[src/rtl/led_pattern_monitor.sv]
// Receive-side checker for the 4-LED pattern bus.
// It samples the LED code on every valid strobe and classifies each step as
// forward, reverse, repeat or illegal. It keeps step and error counters and
// reports lock once enough consecutive legal transitions have been seen.
// Every output is registered, so results appear one cycle after the sample.
module led_pattern_monitor #(
   parameter int NB_LEDS  = 4,
   parameter int NB_COUNT = 16,
   parameter int LOCK_LEN = 3
) (
   input  logic                clock,
   input  logic                i_reset,
   input  logic                i_valid,
   input  logic [NB_LEDS-1:0]  i_led,
   output logic                o_locked,
   output logic                o_direction,
   output logic                o_dir_change,
   output logic                o_error,
   output logic [NB_COUNT-1:0] o_step_count,
   output logic [NB_COUNT-1:0] o_err_count
);

   // The only legal codes are those emitted by the shift-register generator.
   localparam logic [NB_LEDS-1:0] CodeA = 4'b0000;
   localparam logic [NB_LEDS-1:0] CodeB = 4'b1001;
   localparam logic [NB_LEDS-1:0] CodeC = 4'b0110;

   // The run counter only has to reach LOCK_LEN, which never exceeds 15.
   localparam logic [3:0] LockRun = 4'(LOCK_LEN);
   localparam logic [3:0] RunOne  = 4'd1;

   localparam logic [NB_COUNT-1:0] CountOne = NB_COUNT'(1);
   localparam logic [NB_COUNT-1:0] CountMax = {NB_COUNT{1'b1}};

   typedef enum logic [1:0] {
      EMPTY  = 2'd0,
      PRIMED = 2'd1,
      LOCKED = 2'd2
   } MonitorState;

   MonitorState         state_q,      state_d;
   logic [NB_LEDS-1:0]  prevCode_q,   prevCode_d;
   logic [3:0]          run_q,        run_d;
   logic                locked_q,     locked_d;
   logic                direction_q,  direction_d;
   logic                dirChange_q,  dirChange_d;
   logic                error_q,      error_d;
   logic [NB_COUNT-1:0] stepCount_q,  stepCount_d;
   logic [NB_COUNT-1:0] errCount_q,   errCount_d;

   logic curLegal;
   logic isRepeat;
   logic isStep;
   logic stepForward;
   logic stepDirection;
   logic [3:0] runNext;
   logic [NB_COUNT-1:0] errCountNext;

   // Classify the current sample against the stored previous code. With only
   // three legal codes, any legal change is either a forward or reverse step.
   always_comb begin
      curLegal      = (i_led == CodeA) || (i_led == CodeB) || (i_led == CodeC);
      isRepeat      = curLegal && (i_led == prevCode_q);
      isStep        = curLegal && (i_led != prevCode_q);
      stepForward   = ((prevCode_q == CodeA) && (i_led == CodeB)) ||
                      ((prevCode_q == CodeB) && (i_led == CodeC)) ||
                      ((prevCode_q == CodeC) && (i_led == CodeA));
      stepDirection = ~stepForward;
      runNext       = (run_q >= LockRun) ? LockRun : (run_q + RunOne);
      errCountNext  = (errCount_q == CountMax) ? CountMax : (errCount_q + CountOne);
   end

   // Next-state and registered-output logic for the EMPTY/PRIMED/LOCKED tracker.
   always_comb begin
      state_d     = state_q;
      prevCode_d  = prevCode_q;
      run_d       = run_q;
      direction_d = direction_q;
      dirChange_d = 1'b0;
      error_d     = 1'b0;
      stepCount_d = stepCount_q;
      errCount_d  = errCount_q;

      if (i_valid) begin
         case (state_q)
            EMPTY: begin
               if (curLegal) begin
                  prevCode_d = i_led;
                  state_d    = PRIMED;
               end else begin
                  error_d    = 1'b1;
                  errCount_d = errCountNext;
               end
            end
            PRIMED, LOCKED: begin
               if (isStep) begin
                  direction_d = stepDirection;
                  dirChange_d = (state_q == LOCKED) && (stepDirection != direction_q);
                  stepCount_d = stepCount_q + CountOne;
                  prevCode_d  = i_led;
                  run_d       = runNext;
                  if (runNext == LockRun) begin
                     state_d = LOCKED;
                  end
               end else if (isRepeat) begin
                  error_d    = 1'b1;
                  errCount_d = errCountNext;
                  run_d      = 4'd0;
                  state_d    = PRIMED;
               end else begin
                  error_d    = 1'b1;
                  errCount_d = errCountNext;
                  run_d      = 4'd0;
                  prevCode_d = CodeA;
                  state_d    = EMPTY;
               end
            end
            default: begin
               run_d      = 4'd0;
               prevCode_d = CodeA;
               state_d    = EMPTY;
            end
         endcase
      end else if ((state_q != EMPTY) && (state_q != PRIMED) && (state_q != LOCKED)) begin
         run_d      = 4'd0;
         prevCode_d = CodeA;
         state_d    = EMPTY;
      end

      locked_d = (state_d == LOCKED);
   end

   // State and output registers; reset takes priority over any sample.
   always_ff @(posedge clock) begin
      if (i_reset) begin
         state_q     <= EMPTY;
         prevCode_q  <= CodeA;
         run_q       <= 4'd0;
         locked_q    <= 1'b0;
         direction_q <= 1'b0;
         dirChange_q <= 1'b0;
         error_q     <= 1'b0;
         stepCount_q <= '0;
         errCount_q  <= '0;
      end else begin
         state_q     <= state_d;
         prevCode_q  <= prevCode_d;
         run_q       <= run_d;
         locked_q    <= locked_d;
         direction_q <= direction_d;
         dirChange_q <= dirChange_d;
         error_q     <= error_d;
         stepCount_q <= stepCount_d;
         errCount_q  <= errCount_d;
      end
   end

   assign o_locked     = locked_q;
   assign o_direction  = direction_q;
   assign o_dir_change = dirChange_q;
   assign o_error      = error_q;
   assign o_step_count = stepCount_q;
   assign o_err_count  = errCount_q;

endmodule

[config.mk]
export PLATFORM = sky130hd
export DESIGN_NAME = led_pattern_monitor
export DESIGN_NICKNAME = d
export VERILOG_FILES = /design/src/rtl/led_pattern_monitor.sv
export SDC_FILE = /design/constraint.sdc
export NUM_CORES = 1
export LEC_CHECK = 0
export CORE_MARGIN = 3
export CORE_UTILIZATION = 58
export CTS_BUF_LIST = sky130_fd_sc_hd__clkbuf_8
export CTS_CLUSTER_DIAMETER = 150
export CTS_CLUSTER_SIZE = 28
export DETAILED_ROUTE_END_ITERATION = 10
export PLACE_DENSITY = 0.87
export SLEW_MARGIN = 30
export SYNTH_ARGS = -nofsm -noshare
export SYNTH_HDL_FRONTEND = slang
export SYNTH_SLANG_ARGS = --single-unit
[constraint.sdc]
create_clock -name clock -period 5.1 [get_ports clock]
set_clock_uncertainty 0.15 [all_clocks]
set_input_delay 1.02 -clock clock [delete_from_list [all_inputs] [get_ports clock]]
set_output_delay 1.02 -clock clock [all_outputs]
set_load 0.01 [all_outputs]
Word level (Yosys, flattened, before mapping):

Index checks and enable logic that the tools add are counted.

* flip-flop bits (word level): 46
* output and inout bits: 36
* logic and storage cells: 85

* add/sub/neg operators: 3
* order comparisons: 1
* equality and inequality tests: 19
* mux-type cells: 24
* bitwise logic cells: 4
* reductions and logical operators: 25

Operators with widths (count)
* two-way mux 16 bit: 3
* adder 16 x 1 -> 16 bit, second input constant: 2
* two-way mux 4 bit: 8
* case mux 16 bit (2 select lines): 1
* equality test 16 bit, second input constant: 1
* case mux 4 bit (2 select lines): 2
* two-way mux 2 bit: 5
* equality test 4 x 3 -> 1 bit, second input constant: 2
* equality test 4 bit, second input constant: 2
* logical AND 1 bit: 8
* logical NOT 4 bit: 2
* inequality test 2 bit, second input constant: 4
* AND reduction 3 bit: 2
* nonzero test 2 bit: 3
* adder 4 x 1 -> 4 bit, second input constant: 1
* equality test 2 bit, second input constant: 2
* equality test 4 x 2 -> 1 bit, second input constant: 1
* equality test 4 bit: 1
* >= comparator 4 x 2 -> 1 bit, second input constant: 1
* logical OR 1 bit: 4
* inequality test 4 bit: 1
* inequality test 4 bit, second input constant: 1
* inverter 1 bit: 4
* case mux 2 bit (2 select lines): 1
* 11 further kinds: 14

Longest topological paths before layout:

Gate-level depths: netlist of run 1.

* word-level depth: 9
* gate-level depth with buffers: 9
* depth with buffers taken out: 8

Worst setup path before layout of run 1:

OpenSTA, ideal clock, no wires.

* path type: input port to flip-flop
* start point: input port i_valid
* end point: register errCount_q[0], in the netlist o_err_count[0]
* setup time: 70 ps
* data arrival time: 2511 ps
* data required time: 4880 ps
* slack: 2368 ps
* cell stages on the path: 7
* path buffers: 2
* path through: buf_2 o21ai_1 nor2_1 a32oi_2 or3_1 buf_6 a21oi_2

* word-level cells in the longest chain between the ends: 1

Ends and longest elaborated chain
* start: declaration: RTL line 13 `input logic i_valid,`
* AND reduction 4 bit (no line)
* end signal: assignment: RTL line 154 `errCount_q <= errCount_d;`
* end: declaration: RTL line 49 `logic [NB_COUNT-1:0] errCount_q, errCount_d;`

No other way between the ends.
A chain may end at the register's enable or synchronous reset.

Final worst setup path of run 1:

* start point: input port i_valid
* end point: register errCount_q[3], in the netlist o_err_count[3]

The elaborated chain is that of the path after synthesis.

==> results of run 1 <==
## synth_stat cells, drive strengths merged, types with 2 or more instances
library cell,count,area [sq um]
dfxtp,46,920.9
nor2,35,131.4
a21oi,16,132.6
nand3,16,80.08
xor2,16,140.1
o21ai,14,70.07
xnor2,14,122.6
inv,13,48.80
nand2,13,48.80
nand4,9,56.30
nor3,9,56.31
and3,7,43.79
ha,7,87.58
mux2i,6,60.06
nor2b,6,37.54
nor4,6,67.56
clkbuf,4,15.01
a31oi,3,18.77
buf,3,21.27
a2111oi,2,17.52
and2,2,12.51
nor4b,2,17.52
or2,2,12.52
or3,2,12.51
## per-layer routing
| metal | GRT usage (%) | wire length (microns) |
|---|---|---|
| met1 | 29.45 | 2449 |
| met2 | 35.78 | 2483 |
| met3 | 5.612 | 295 |
| met4 | 7.447 | 95 |
| met5 | 0 | 0 |
## metrics by stage
stage	std cells	cell area, sq um	util [%]
2_1_floorplan	269	2382	-
3_3_place_gp	353	2834	74.60
3_5_place_dp	353	2834	74.60
4_1_cts	361	2977	78.36
5_1_grt	361	2977	78.36
6_report	361	2977	78.36
## worst max-delay path, delay by kind of cell
kind	cells	cell delay, ns
simple gates	2	1.02
buf+inv	1	0.65
compound gates	3	0.74
## path summary, 6_finish.rpt
kind / to / startpoint / cells past startpoint
worst max-delay path: o_err_count[3]$_SDFFE_PP0P_ / i_valid / 6
worst min-delay path: run_q[3]$_SDFFE_PP0P_ / run_q[3]$_SDFFE_PP0P_ / 1
worst max register to register: o_err_count[3]$_SDFFE_PP0P_ / state_q[1]$_SDFF_PP0_ / 7
worst min register to register: run_q[3]$_SDFFE_PP0P_ / run_q[3]$_SDFFE_PP0P_ / 1
## flip-flops by register name (all words and copies together), names as in the netlist
signal        count
run_q             4
prevCode_q        4
o_step_count     16
state_q           2
o_error           1
o_direction       1
o_dir_change      1
o_err_count      16
o_locked          1
## cell families after synthesis
logic type | after synthesis
flip-flops | 46
XOR/XNOR | 30
buffers and inverters | 20
multiplexers | 7
AO/OA/AOI/OAI | 45
adder cells (fa/ha/maj) | 7
AND/OR/NAND/NOR | 114
## power groups by stage
stage | clock [mW] | sequential [mW] | combinational, mW
4_1_cts | 0.335 | 0.368 | 0.0619
3_3_place_gp | 0 | 0.376 | 0.0596
2_1_floorplan | 0 | 0.377 | 0.0403
3_5_place_dp | 0 | 0.377 | 0.0613
6_report | 0.330 | 0.368 | 0.0622
5_1_grt | 0.351 | 0.369 | 0.0671
## cell type report
type | count | area share, %
Multi-Input combinational cell | 203 | 46.24
Sequential cell | 46 | 30.94
Timing Repair Buffer | 43 | 14.38
Clock buffer | 6 | 2.774
Clock inverter | 2 | 2.018
Tap cell | 48 | 2.018
Inverter | 13 | 1.639
==> flow_summary.rst, run 1 <==
.. list-table::
   :header-rows: 1

   * - Metric
     - Value
   * - Result of the run
     - finished, final reports clean
   * - Leftover overflow at the end of global routing
     - 0
   * - Sequential area share after synthesis
     - 38.66%
   * - Slew at the pin closest to its max-slew limit
     - 0.7663 ns
   * - CP Data Required Time
     - 5.19 ns
   * - CTS Root Buffer Type
     - sky130_fd_sc_hd__clkbuf_8
   * - Clock net sink count
     - 46
   * - CTS HTree Levels
     - 2
   * - Tightest Hold Check Type
     - reg -> reg
   * - Max Transition Viols Final
     - 0
   * - Violation count after the first detailed-route iteration
     - 145
   * - Synthesized-area fraction occupied by ao, oa, aoi and oai cells
     - 14.08%
   * - Worst-skew pair later-pin latency
     - 0.30 ns
   * - Pwr dens
     - 255.5 nW/um^2
   * - First-pass detailed-route iteration total
     - 4
   * - Routed wire per std cell
     - 14.75 microns
   * - Buffers inserted by post-CTS timing repair
     - 0
   * - Maximum clock frequency
     - 299.4 MHz
   * - Vias/cell
     - 5.778
   * - RSZ-0062 raised after global routing
     - no
   * - Number of buffers added to fix hold violations after cts
     - 0
   * - Summed negative setup slack over all endpoints
     - 0 ns
   * - Mapped Nets
     - 283
   * - Gr usage total
     - 22.39%
   * - Core Footprint
     - 3799 sq um
   * - Number of input and output port buffers inserted
     - 42
   * - CTS tree
     - done
   * - Clock network fraction of design power
     - 43.4%
   * - Combinational family with the most area after synthesis
     - simple AND/OR/NAND/NOR gates
   * - Sequential share of power
     - 48.4%
   * - Crit Path Class
     - in -> reg
   * - Power after layout
     - 760.5 uW
   * - Number of antenna cells inserted
     - 0
   * - Critical path endpoint category
     - register
   * - Max-cap violations
     - 0
   * - Net Sw Power
     - 164.2 uW
   * - Starting utilization of the core area
     - 62.71%
   * - Startpoint kind of the worst setup timing path
     - primary input
   * - Critical path cell sequence
     - clkdlybuf4s50_1 -> o21ai_1 -> nor2_1 -> a32oi_2 -> or3_1 -> a21oi_2
   * - Die X
     - 70.09 microns
   * - Post-synth EDFFs
     - 0
   * - Post-synthesis cell count
     - 269
   * - Clock buffers created by TritonCTS
     - 5
   * - Top Ports
     - 43
   * - Final routed DRC violation total
     - 0
   * - Flops & latches, synth
     - 46
   * - Combinational power share
     - 8.2%
   * - Overall die height
     - 70.09 microns
   * - Post-synthesis area per instance
     - 8.856 sq um
   * - FF+latch area
     - 920.9 sq um
   * - Synth Area in XOR/XNOR
     - 11.03%
   * - Final WS setup
     - 1.760 ns
   * - Yosys cell types
     - 47
   * - Area of the die
     - 4913 sq um
   * - Critical path fanouts, max
     - 10
   * - Share of synthesized cell area in and, or, nand and nor gates
     - 26.00%
   * - Total of warnings raised by yosys
     - 0
   * - Clock edge transition at the registers on the reported setup and hold paths
     - 0.09 ns
   * - Layout cells sized above 1
     - 9.265%
   * - First-pass GRT wire length
     - 9059 microns
   * - Net Sw Frac
     - 21.59%
   * - Most used cells in the layout excluding fill and tap cells
     - 46 x sky130_fd_sc_hd__dfxtp_1, 42 x sky130_fd_sc_hd__clkdlybuf4s50_1, 35 x sky130_fd_sc_hd__nor2_1
   * - Final hold vios
     - 0
   * - Number of global-route vias before repair
     - 1944
   * - Post-DRT Antenna Nets
     - 0
   * - Vias
     - 2086
   * - Number of setup violations in the final report
     - 0
   * - Mux cell area share after synthesis
     - 2.994%
   * - Internal cell power
     - 596.3 uW
   * - Hold Slack
     - 0.3089 ns
   * - Maximum clock path buffer count
     - 2
   * - Slowest cell on the critical path
     - sky130_fd_sc_hd__clkdlybuf4s50_1
   * - Most used DFF post-synth
     - sky130_fd_sc_hd__dfxtp_1
   * - Share of flip-flops with an asynchronous set or reset
     - 0%
   * - Leading cell type in the layout, fill and taps excluded
     - sky130_fd_sc_hd__dfxtp_1
   * - Placer congestion estimate
     - 0.8735
   * - Data arrival, critical path
     - 3.43 ns
   * - Number of nets in the layout
     - 326
   * - Max-Slew Margin vs Limit
     - 47.59%
   * - Leakage power summed over all cells
     - 1.030 nW
   * - Antenna violations before repair
     - 0
   * - Wire length after detailed routing
     - 5323 microns
   * - Final min period
     - 3.340 ns
   * - Layout overhead on the synthesized area
     - 24.95%
   * - Post-synthesis instance area
     - 2382 sq um
   * - Resize count post-CTS
     - 0
   * - Worst reg2reg setup slack
     - 2.29 ns
   * - Pre-CTS setup slack
     - 1.473 ns
   * - Final cycle utilization of the critical path
     - 65.49%
   * - Area used by multi-input combinational logic
     - 1376 sq um
   * - Max IR drop VDD
     - 0.0003270 V
   * - HPWL reported at the end of detailed placement
     - 3829 microns
   * - Pin count of the biggest net entering global routing
     - 42
   * - Adder-cell share of the synthesized area
     - 3.676%
   * - Number of rows created at floorplan
     - 22
   * - Count of fill cells added during filler insertion
     - 280
   * - Delay of the slowest critical-path stage
     - 0.65 ns
No activity file was read; power rests on OpenSTA's default activity.
==> run 2: changes to the inputs <==
--- a/config.mk
+++ b/config.mk
@@ -6,12 +6,12 @@
 export NUM_CORES = 1
 export LEC_CHECK = 0
 export CORE_MARGIN = 3
-export CORE_UTILIZATION = 58
+export CORE_UTILIZATION = 54
 export CTS_BUF_LIST = sky130_fd_sc_hd__clkbuf_8
 export CTS_CLUSTER_DIAMETER = 150
 export CTS_CLUSTER_SIZE = 28
 export DETAILED_ROUTE_END_ITERATION = 10
-export PLACE_DENSITY = 0.87
+export PLACE_DENSITY = 0.82
 export SLEW_MARGIN = 30
 export SYNTH_ARGS = -nofsm -noshare
 export SYNTH_HDL_FRONTEND = slang
==> constraint.sdc (replaced) <==
create_clock -name clock -period 3.4 [get_ports clock]
set_clock_uncertainty 0.15 [all_clocks]
set_input_delay 0.68 -clock clock [delete_from_list [all_inputs] [get_ports clock]]
set_output_delay 0.68 -clock clock [all_outputs]
set_load 0.01 [all_outputs]
==> run 2 against run 1 <==
  * Sequential share of layout area up 0.32 points
  * Die area increased by 6.8%
  * Combinational power grew 50%
  * Count of clock-buffer cells in the layout is the same
  * Register-to-register slack worse by 1.6 ns
  * Hold slack better by 0.0033 ns
  * Worst setup slack got worse by 1.2 ns
  * Global-route usage shrank 1.6 points
  * Clock power rose by 7.3%
  * Final cell count is 1.1% higher
  * Critical path type unchanged
  * Largest cell class unchanged
==> flow_summary.rst, run 2 (same netlist as run 1, synthesis figures left out) <==
.. list-table::
   :header-rows: 1

   * - Metric
     - Value
   * - RSZ-0062 raised after global routing
     - no (unchanged)
   * - Vias/cell
     - 5.586 (was 5.778)
   * - Final WS setup
     - 0.5694 ns (was 1.760 ns)
   * - Wire length after detailed routing
     - 5096 microns (was 5323 microns)
   * - Critical Path End
     - o_err_count[9]$_SDFFE_PP0P_ (was o_err_count[3]$_SDFFE_PP0P_)
   * - Number of buffers added to fix hold violations after cts
     - 0 (unchanged)
   * - Final hold vios
     - 0 (unchanged)
   * - Worst reg2reg setup slack
     - 0.73 ns (was 2.29 ns)
   * - Starting utilization of the core area
     - 57.89% (was 62.71%)
   * - Leakage power summed over all cells
     - 1.021 nW (was 1.030 nW)
   * - Die X
     - 72.42 microns (was 70.09 microns)
   * - Pre-CTS setup slack
     - 0.2820 ns (was 1.473 ns)
   * - Layout cells sized above 1
     - 9.524% (was 9.265%)
   * - First-pass GRT wire length
     - 8935 microns (was 9059 microns)
   * - Antenna violations before repair
     - 0 (unchanged)
   * - Leftover overflow at the end of global routing
     - 0 (unchanged)
   * - Combinational power share
     - 9.4% (was 8.2%)
   * - Clock net sink count
     - 46 (unchanged)
   * - Number of nets in the layout
     - 328 (was 326)
   * - Vias
     - 2039 (was 2086)
   * - FF+latch area
     - 920.9 sq um (unchanged)
   * - Data arrival, critical path
     - 2.92 ns (was 3.43 ns)
   * - Number of global-route vias before repair
     - 2022 (was 1944)
   * - Clock edge transition at the registers on the reported setup and hold paths
     - 0.09 ns (about the same)
   * - First-pass detailed-route iteration total
     - 4 (unchanged)
   * - Worst-skew pair later-pin latency
     - 0.30 ns (about the same)
   * - Slew at the pin closest to its max-slew limit
     - 0.6836 ns (was 0.7663 ns)
   * - Number of input and output port buffers inserted
     - 42 (unchanged)
   * - Placer congestion estimate
     - 0.9049 (was 0.8735)
   * - Core Footprint
     - 4115 sq um (was 3799 sq um)
   * - Clock buffers created by TritonCTS
     - 5 (unchanged)
   * - Final min period
     - 2.831 ns
   * - Sequential share of power
     - 55.3% (was 48.4%)
   * - Gr usage total
     - 20.76% (was 22.39%)
   * - Max-Slew Margin vs Limit
     - 53.25% (was 47.59%)
   * - Pin count of the biggest net entering global routing
     - 41 (was 42)
   * - CTS Root Buffer Type
     - sky130_fd_sc_hd__clkbuf_8 (unchanged)
   * - Overall die height
     - 72.42 microns (was 70.09 microns)
   * - Number of antenna cells inserted
     - 0 (unchanged)
   * - Max Transition Viols Final
     - 0 (unchanged)
   * - Buffers inserted by post-CTS timing repair
     - 0 (unchanged)
   * - Top Ports
     - 43 (unchanged)
   * - Post-DRT Antenna Nets
     - 0 (unchanged)
   * - Area used by multi-input combinational logic
     - 1376 sq um (unchanged)
   * - Area of the die
     - 5245 sq um (was 4913 sq um)
   * - Clock network fraction of design power
     - 35.4% (was 43.4%)
   * - Startpoint kind of the worst setup timing path
     - primary input (unchanged)
   * - Violation count after the first detailed-route iteration
     - 87 (was 145)
   * - Final cycle utilization of the critical path
     - 83.25%
   * - Crit Path Class
     - in -> reg (unchanged)
   * - Reg2reg path depth
     - 7 (unchanged)
   * - Power after layout
     - 999.8 uW (was 760.5 uW)
   * - Leading cell type in the layout, fill and taps excluded
     - sky130_fd_sc_hd__dfxtp_1 (unchanged)
   * - Number of setup violations in the final report
     - 0 (unchanged)
   * - CP Data Required Time
     - 3.49 ns (was 5.19 ns)
   * - Maximum clock path buffer count
     - 2 (unchanged)
   * - Routed wire per std cell
     - 13.96 microns (was 14.75 microns)
   * - Most used cells in the layout excluding fill and tap cells
     - 46 x sky130_fd_sc_hd__dfxtp_1, 42 x sky130_fd_sc_hd__clkdlybuf4s50_1, 35 x sky130_fd_sc_hd__nor2_1 (unchanged)
   * - Hold Slack
     - 0.3121 ns (was 0.3089 ns)
   * - Final routed DRC violation total
     - 0 (unchanged)
   * - Endpoint of the worst register-to-register path
     - o_err_count[9]$_SDFFE_PP0P_ (was o_err_count[3]$_SDFFE_PP0P_)
   * - Summed negative setup slack over all endpoints
     - 0 ns (unchanged)
   * - Critical Path Source
     - i_led[0] (was i_valid)
   * - Result of the run
     - finished, final reports clean (unchanged)
   * - Tightest Hold Check Type
     - reg -> reg (unchanged)
   * - Resize count post-CTS
     - 0 (unchanged)
   * - Net Sw Power
     - 252.5 uW (was 164.2 uW)
   * - CTS tree
     - done (unchanged)
   * - Pwr dens
     - 339.3 nW/um^2 (was 255.5 nW/um^2)
   * - Instance count after placement with tap cells included
     - 357 (was 353)
   * - Critical path fanouts, max
     - 10 (unchanged)
   * - Non-filler cells, final
     - 365 (was 361)
   * - Critical path endpoint category
     - register (unchanged)
   * - Max-cap violations
     - 0 (unchanged)
   * - Maximum clock frequency
     - 353.3 MHz
   * - Max IR drop VDD
     - 0.0002588 V (was 0.0003270 V)
   * - Start of the worst register-to-register path
     - state_q[0]$_SDFF_PP0_ (was state_q[1]$_SDFF_PP0_)
   * - CTS HTree Levels
     - 2 (unchanged)
   * - Number of rows created at floorplan
     - 23 (was 22)
   * - Net Sw Frac
     - 25.26% (was 21.59%)
   * - HPWL reported at the end of detailed placement
     - 3631 microns (was 3829 microns)
   * - Internal cell power
     - 747.3 uW (was 596.3 uW)
   * - Count of fill cells added during filler insertion
     - 351 (was 280)
   * - Layout overhead on the synthesized area
     - 23.69% (was 24.95%)
[run 2: worst max-delay path, stage by stage]
cell                              delay, ns
sky130_fd_sc_hd__clkdlybuf4s50_1       0.60
sky130_fd_sc_hd__xor2_1                0.19
sky130_fd_sc_hd__nor4_4                0.45
sky130_fd_sc_hd__a32oi_2               0.17
sky130_fd_sc_hd__or3_1                 0.62
sky130_fd_sc_hd__a21oi_2               0.21
[run 2: layer usage]
layer | up-vias | routed length (microns) | global-route usage [%]
met3 | 2 | 240 | 5.125
met1 | 952 | 2412 | 26.50
met4 | 0 | 23 | 4.918
met5 | - | 0 | 0
li1 | 1034 | - | -
met2 | 51 | 2419 | 35.29
[run 2: power groups by stage]
stage | sequential, mW | combinational (mW) | clock (mW)
finish | 0.553 | 0.0935 | 0.354
global route | 0.554 | 0.102 | 0.381
CTS | 0.552 | 0.0938 | 0.359
detailed placement | 0.565 | 0.0930 | 0
global placement | 0.565 | 0.0916 | 0
floorplan | 0.566 | 0.0604 | 0
[run 2: cell type report]
cell class / count / share of cell area (%)
sequential: 46 / 31.25
clock inverter: 2 / 0.4246
inverter: 13 / 1.656
timing repair buffer: 45 / 15.03
tap: 50 / 2.123
clock buffer: 6 / 2.803
multi-input combinational: 203 / 46.71
[run 2: metrics by stage]
step	instance area [sq um]	util, %
6_report	2947	71.60
5_1_grt	2947	71.60
4_1_cts	2947	71.60
3_5_place_dp	2851	69.29
3_3_place_gp	2851	69.29
2_1_floorplan	2382	-
[run 2: how the worst min path moves through the flow]
stage | from | endpoint | slack, ns | cells after the start
2_1_floorplan | run_q[3]$_SDFFE_PP0P_ | run_q[3]$_SDFFE_PP0P_ | 0.27 | 1
3_3_place_gp | run_q[3]$_SDFFE_PP0P_ | run_q[3]$_SDFFE_PP0P_ | 0.29 | 1
3_5_place_dp | run_q[2]$_SDFFE_PP0P_ | run_q[2]$_SDFFE_PP0P_ | 0.30 | 1
4_1_cts | run_q[3]$_SDFFE_PP0P_ | run_q[3]$_SDFFE_PP0P_ | 0.32 | 1
5_1_grt | run_q[3]$_SDFFE_PP0P_ | run_q[3]$_SDFFE_PP0P_ | 0.33 | 1
6_report | run_q[2]$_SDFFE_PP0P_ | run_q[2]$_SDFFE_PP0P_ | 0.31 | 1
==> run 3: changes to the inputs <==
--- a/config.mk
+++ b/config.mk
@@ -6,12 +6,12 @@
 export NUM_CORES = 1
 export LEC_CHECK = 0
 export CORE_MARGIN = 3
-export CORE_UTILIZATION = 54
+export CORE_UTILIZATION = 49
 export CTS_BUF_LIST = sky130_fd_sc_hd__clkbuf_8
 export CTS_CLUSTER_DIAMETER = 150
 export CTS_CLUSTER_SIZE = 28
 export DETAILED_ROUTE_END_ITERATION = 10
-export PLACE_DENSITY = 0.82
+export PLACE_DENSITY = 0.78
 export SLEW_MARGIN = 30
 export SYNTH_ARGS = -nofsm -noshare
 export SYNTH_HDL_FRONTEND = slang
==> constraint.sdc (replaced) <==
create_clock -name clock -period 2.6 [get_ports clock]
set_clock_uncertainty 0.15 [all_clocks]
set_input_delay 0.52 -clock clock [delete_from_list [all_inputs] [get_ports clock]]
set_output_delay 0.52 -clock clock [all_outputs]
set_load 0.01 [all_outputs]
==> run 3 against run 2 <==
  * Total power increased by 30%
  * Sequential power rose by 31%
  * Wire length increased by 5.5%
  * Register-to-register slack worse by 0.38 ns
  * Combinational power rose by 51%
  * Critical endpoint is now prevCode_q[3]$_SDFFE_PP0P_
  * First-iteration DRC count up 51%
  * Critical path depth rose by 2
  * Hold slack improved by 0.0035 ns
  * Die area grew 9.3%
  * Final cell count is 9.0% higher
==> flow_summary.rst, run 3 (same netlist as run 1, synthesis figures left out) <==
.. list-table::
   :header-rows: 1

   * - Metric
     - Value
   * - Number of setup violations in the final report
     - 0 (unchanged)
   * - Gr usage total
     - 19.50% (was 20.76%)
   * - RSZ-0062 raised after global routing
     - yes (was no)
   * - Number of input and output port buffers inserted
     - 42 (unchanged)
   * - Core Footprint
     - 4534 sq um (was 4115 sq um)
   * - CTS tree
     - done (unchanged)
   * - Clock net sink count
     - 46 (unchanged)
   * - Area of the die
     - 5734 sq um (was 5245 sq um)
   * - Starting utilization of the core area
     - 52.54% (was 57.89%)
   * - Instance count after placement with tap cells included
     - 388 (was 357)
   * - CTS Root Buffer Type
     - sky130_fd_sc_hd__clkbuf_8 (unchanged)
   * - Most used cells in the layout excluding fill and tap cells
     - 46 x sky130_fd_sc_hd__dfxtp_1, 42 x sky130_fd_sc_hd__clkdlybuf4s50_1, 35 x sky130_fd_sc_hd__nor2_1 (unchanged)
   * - Clock buffers created by TritonCTS
     - 5 (unchanged)
   * - Wire length after detailed routing
     - 5377 microns (was 5096 microns)
   * - Layout cells sized above 1
     - 16.52% (was 9.524%)
   * - Clock edge transition at the registers on the reported setup and hold paths
     - 0.09 ns (about the same)
   * - Final cycle utilization of the critical path
     - 96.21%
   * - Buffering stage count on the worst path with inverters included
     - 2 (was 1)
   * - CTS HTree Levels
     - 2 (unchanged)
   * - Number of global-route vias before repair
     - 1967 (was 2022)
   * - Final hold vios
     - 0 (unchanged)
   * - Slowest cell on the critical path
     - sky130_fd_sc_hd__a2111oi_1 (was sky130_fd_sc_hd__or3_1)
   * - Pwr dens
     - 413.8 nW/um^2 (was 339.3 nW/um^2)
   * - Final routed DRC violation total
     - 0 (unchanged)
   * - Critical path fanouts, max
     - 3 (was 10)
   * - Number of nets in the layout
     - 346 (was 328)
   * - Power after layout
     - 1.298 mW (was 999.8 uW)
   * - HPWL reported at the end of detailed placement
     - 3953 microns (was 3631 microns)
   * - Data arrival, critical path
     - 2.57 ns (was 2.92 ns)
   * - Final min period
     - 2.501 ns
   * - Non-filler cells, final
     - 398 (was 365)
   * - Number of antenna cells inserted
     - 0 (unchanged)
   * - Leading cell type in the layout, fill and taps excluded
     - sky130_fd_sc_hd__dfxtp_1 (unchanged)
   * - Vias/cell
     - 5.364 (was 5.586)
   * - Violation count after the first detailed-route iteration
     - 131 (was 87)
   * - Post-DRT Antenna Nets
     - 0 (unchanged)
   * - Routed wire per std cell
     - 13.51 microns (was 13.96 microns)
   * - Placer congestion estimate
     - 0.8334 (was 0.9049)
   * - Worst-skew pair later-pin latency
     - 0.30 ns (about the same)
   * - CP Data Required Time
     - 2.67 ns (was 3.49 ns)
   * - Max-Slew Margin vs Limit
     - 54.61% (was 53.25%)
   * - First-pass GRT wire length
     - 8769 microns (was 8935 microns)
   * - Max IR drop VDD
     - 0.0002326 V (was 0.0002588 V)
   * - Leakage power summed over all cells
     - 1.108 nW (was 1.021 nW)
   * - Delay of the slowest critical-path stage
     - 0.56 ns (was 0.62 ns)
   * - Maximum clock frequency
     - 399.8 MHz
   * - Number of rows created at floorplan
     - 24 (was 23)
   * - Top Ports
     - 43 (unchanged)
   * - Leftover overflow at the end of global routing
     - 0 (unchanged)
   * - Result of the run
     - finished, final reports clean (unchanged)
   * - Layout overhead on the synthesized area
     - 31.67% (was 23.69%)
   * - Critical path cell sequence
     - clkdlybuf4s50_1 -> xor2_2 -> or4_1 -> buf_4 -> nor2_1 -> a2111oi_1 -> nand2_1 -> o21ai_0 (was clkdlybuf4s50_1 -> xor2_1 -> nor4_4 -> a32oi_2 -> or3_1 -> a21oi_2)
   * - Count of fill cells added during filler insertion
     - 358 (was 351)
   * - Slew at the pin closest to its max-slew limit
     - 0.6791 ns (was 0.6836 ns)
   * - Post-layout util
     - 69.18% (was 71.60%)
   * - Startpoint kind of the worst setup timing path
     - primary input (unchanged)
   * - Tightest Hold Check Type
     - reg -> reg (unchanged)
   * - Antenna violations before repair
     - 0 (unchanged)
   * - Number of buffers added to fix hold violations after cts
     - 0 (unchanged)
   * - Max Transition Viols Final
     - 0 (unchanged)
   * - Overall die height
     - 75.73 microns (was 72.42 microns)
   * - Pin count of the biggest net entering global routing
     - 41 (unchanged)
   * - Critical path endpoint category
     - register (unchanged)
   * - Vias
     - 2135 (was 2039)
   * - Max-cap violations
     - 0 (unchanged)
   * - Die X
     - 75.73 microns (was 72.42 microns)
   * - Maximum clock path buffer count
     - 2 (unchanged)
   * - Worst reg2reg setup slack
     - 0.35 ns (was 0.73 ns)
   * - Crit-path leading delay family
     - buffers and inverters (was simple AND/OR/NAND/NOR gates)
   * - Crit Path Class
     - in -> reg (unchanged)
   * - First-pass detailed-route iteration total
     - 4 (unchanged)
## run 3: metrics by stage
| stage | TNS, ns | setup slack, ns | hold slack, ns | cell area (sq um) |
|---|---|---|---|---|
| 3_3_place_gp | -3.716 | -0.2238 | 0.2914 | 2990 |
| 4_1_cts | 0 | 0.02403 | 0.3200 | 3080 |
| 2_1_floorplan | 0 | 0.2958 | 0.2727 | 2382 |
| 5_1_grt | -0.02364 | -0.02364 | 0.3494 | 3137 |
| 3_5_place_dp | -5.320 | -0.2657 | 0.2929 | 2990 |
| 6_report | 0 | 0.09863 | 0.3156 | 3137 |
## run 3: final timing paths
kind         cells after the start                  start                     endpoint
min                              1  run_q[3]$_SDFFE_PP0P_        run_q[3]$_SDFFE_PP0P_
max reg2reg                      9  state_q[1]$_SDFF_PP0_  o_err_count[6]$_SDFFE_PP0P_
max                              8               i_led[0]   prevCode_q[3]$_SDFFE_PP0P_
min reg2reg                      1  run_q[3]$_SDFFE_PP0P_        run_q[3]$_SDFFE_PP0P_
## run 3: cell type report
class,instances,area (sq um),share of cell area [%]
clock buffers,5,68.82,2.194
clock inverters,3,21.27,0.6781
inverters,13,48.80,1.556
multi-input cells,203,1418,45.19
flip-flops and latches,46,920.9,29.36
well taps,65,81.33,2.593
repair buffers,63,578.1,18.43
## run 3: report_power, final
part	total [mW]	switching, mW	internal (mW)
Clock	0.434	0.245	0.189
Combinational	0.141	0.0792	0.0618
Sequential	0.723	0.0100	0.713
## run 3: what timing repair did
item / CTS / global route
setup buffers: 0 / 2
setup endpoints to repair: 0 / 16
gates resized for setup: 0 / 7
## run 3: per-layer routing
metal	wire [microns]	vias up	global-route usage [%]
met5	0	-	0
met4	87	0	6.408
met3	184	9	3.166
met2	2525	58	31.35
met1	2580	992	26.63
li1	-	1076	-
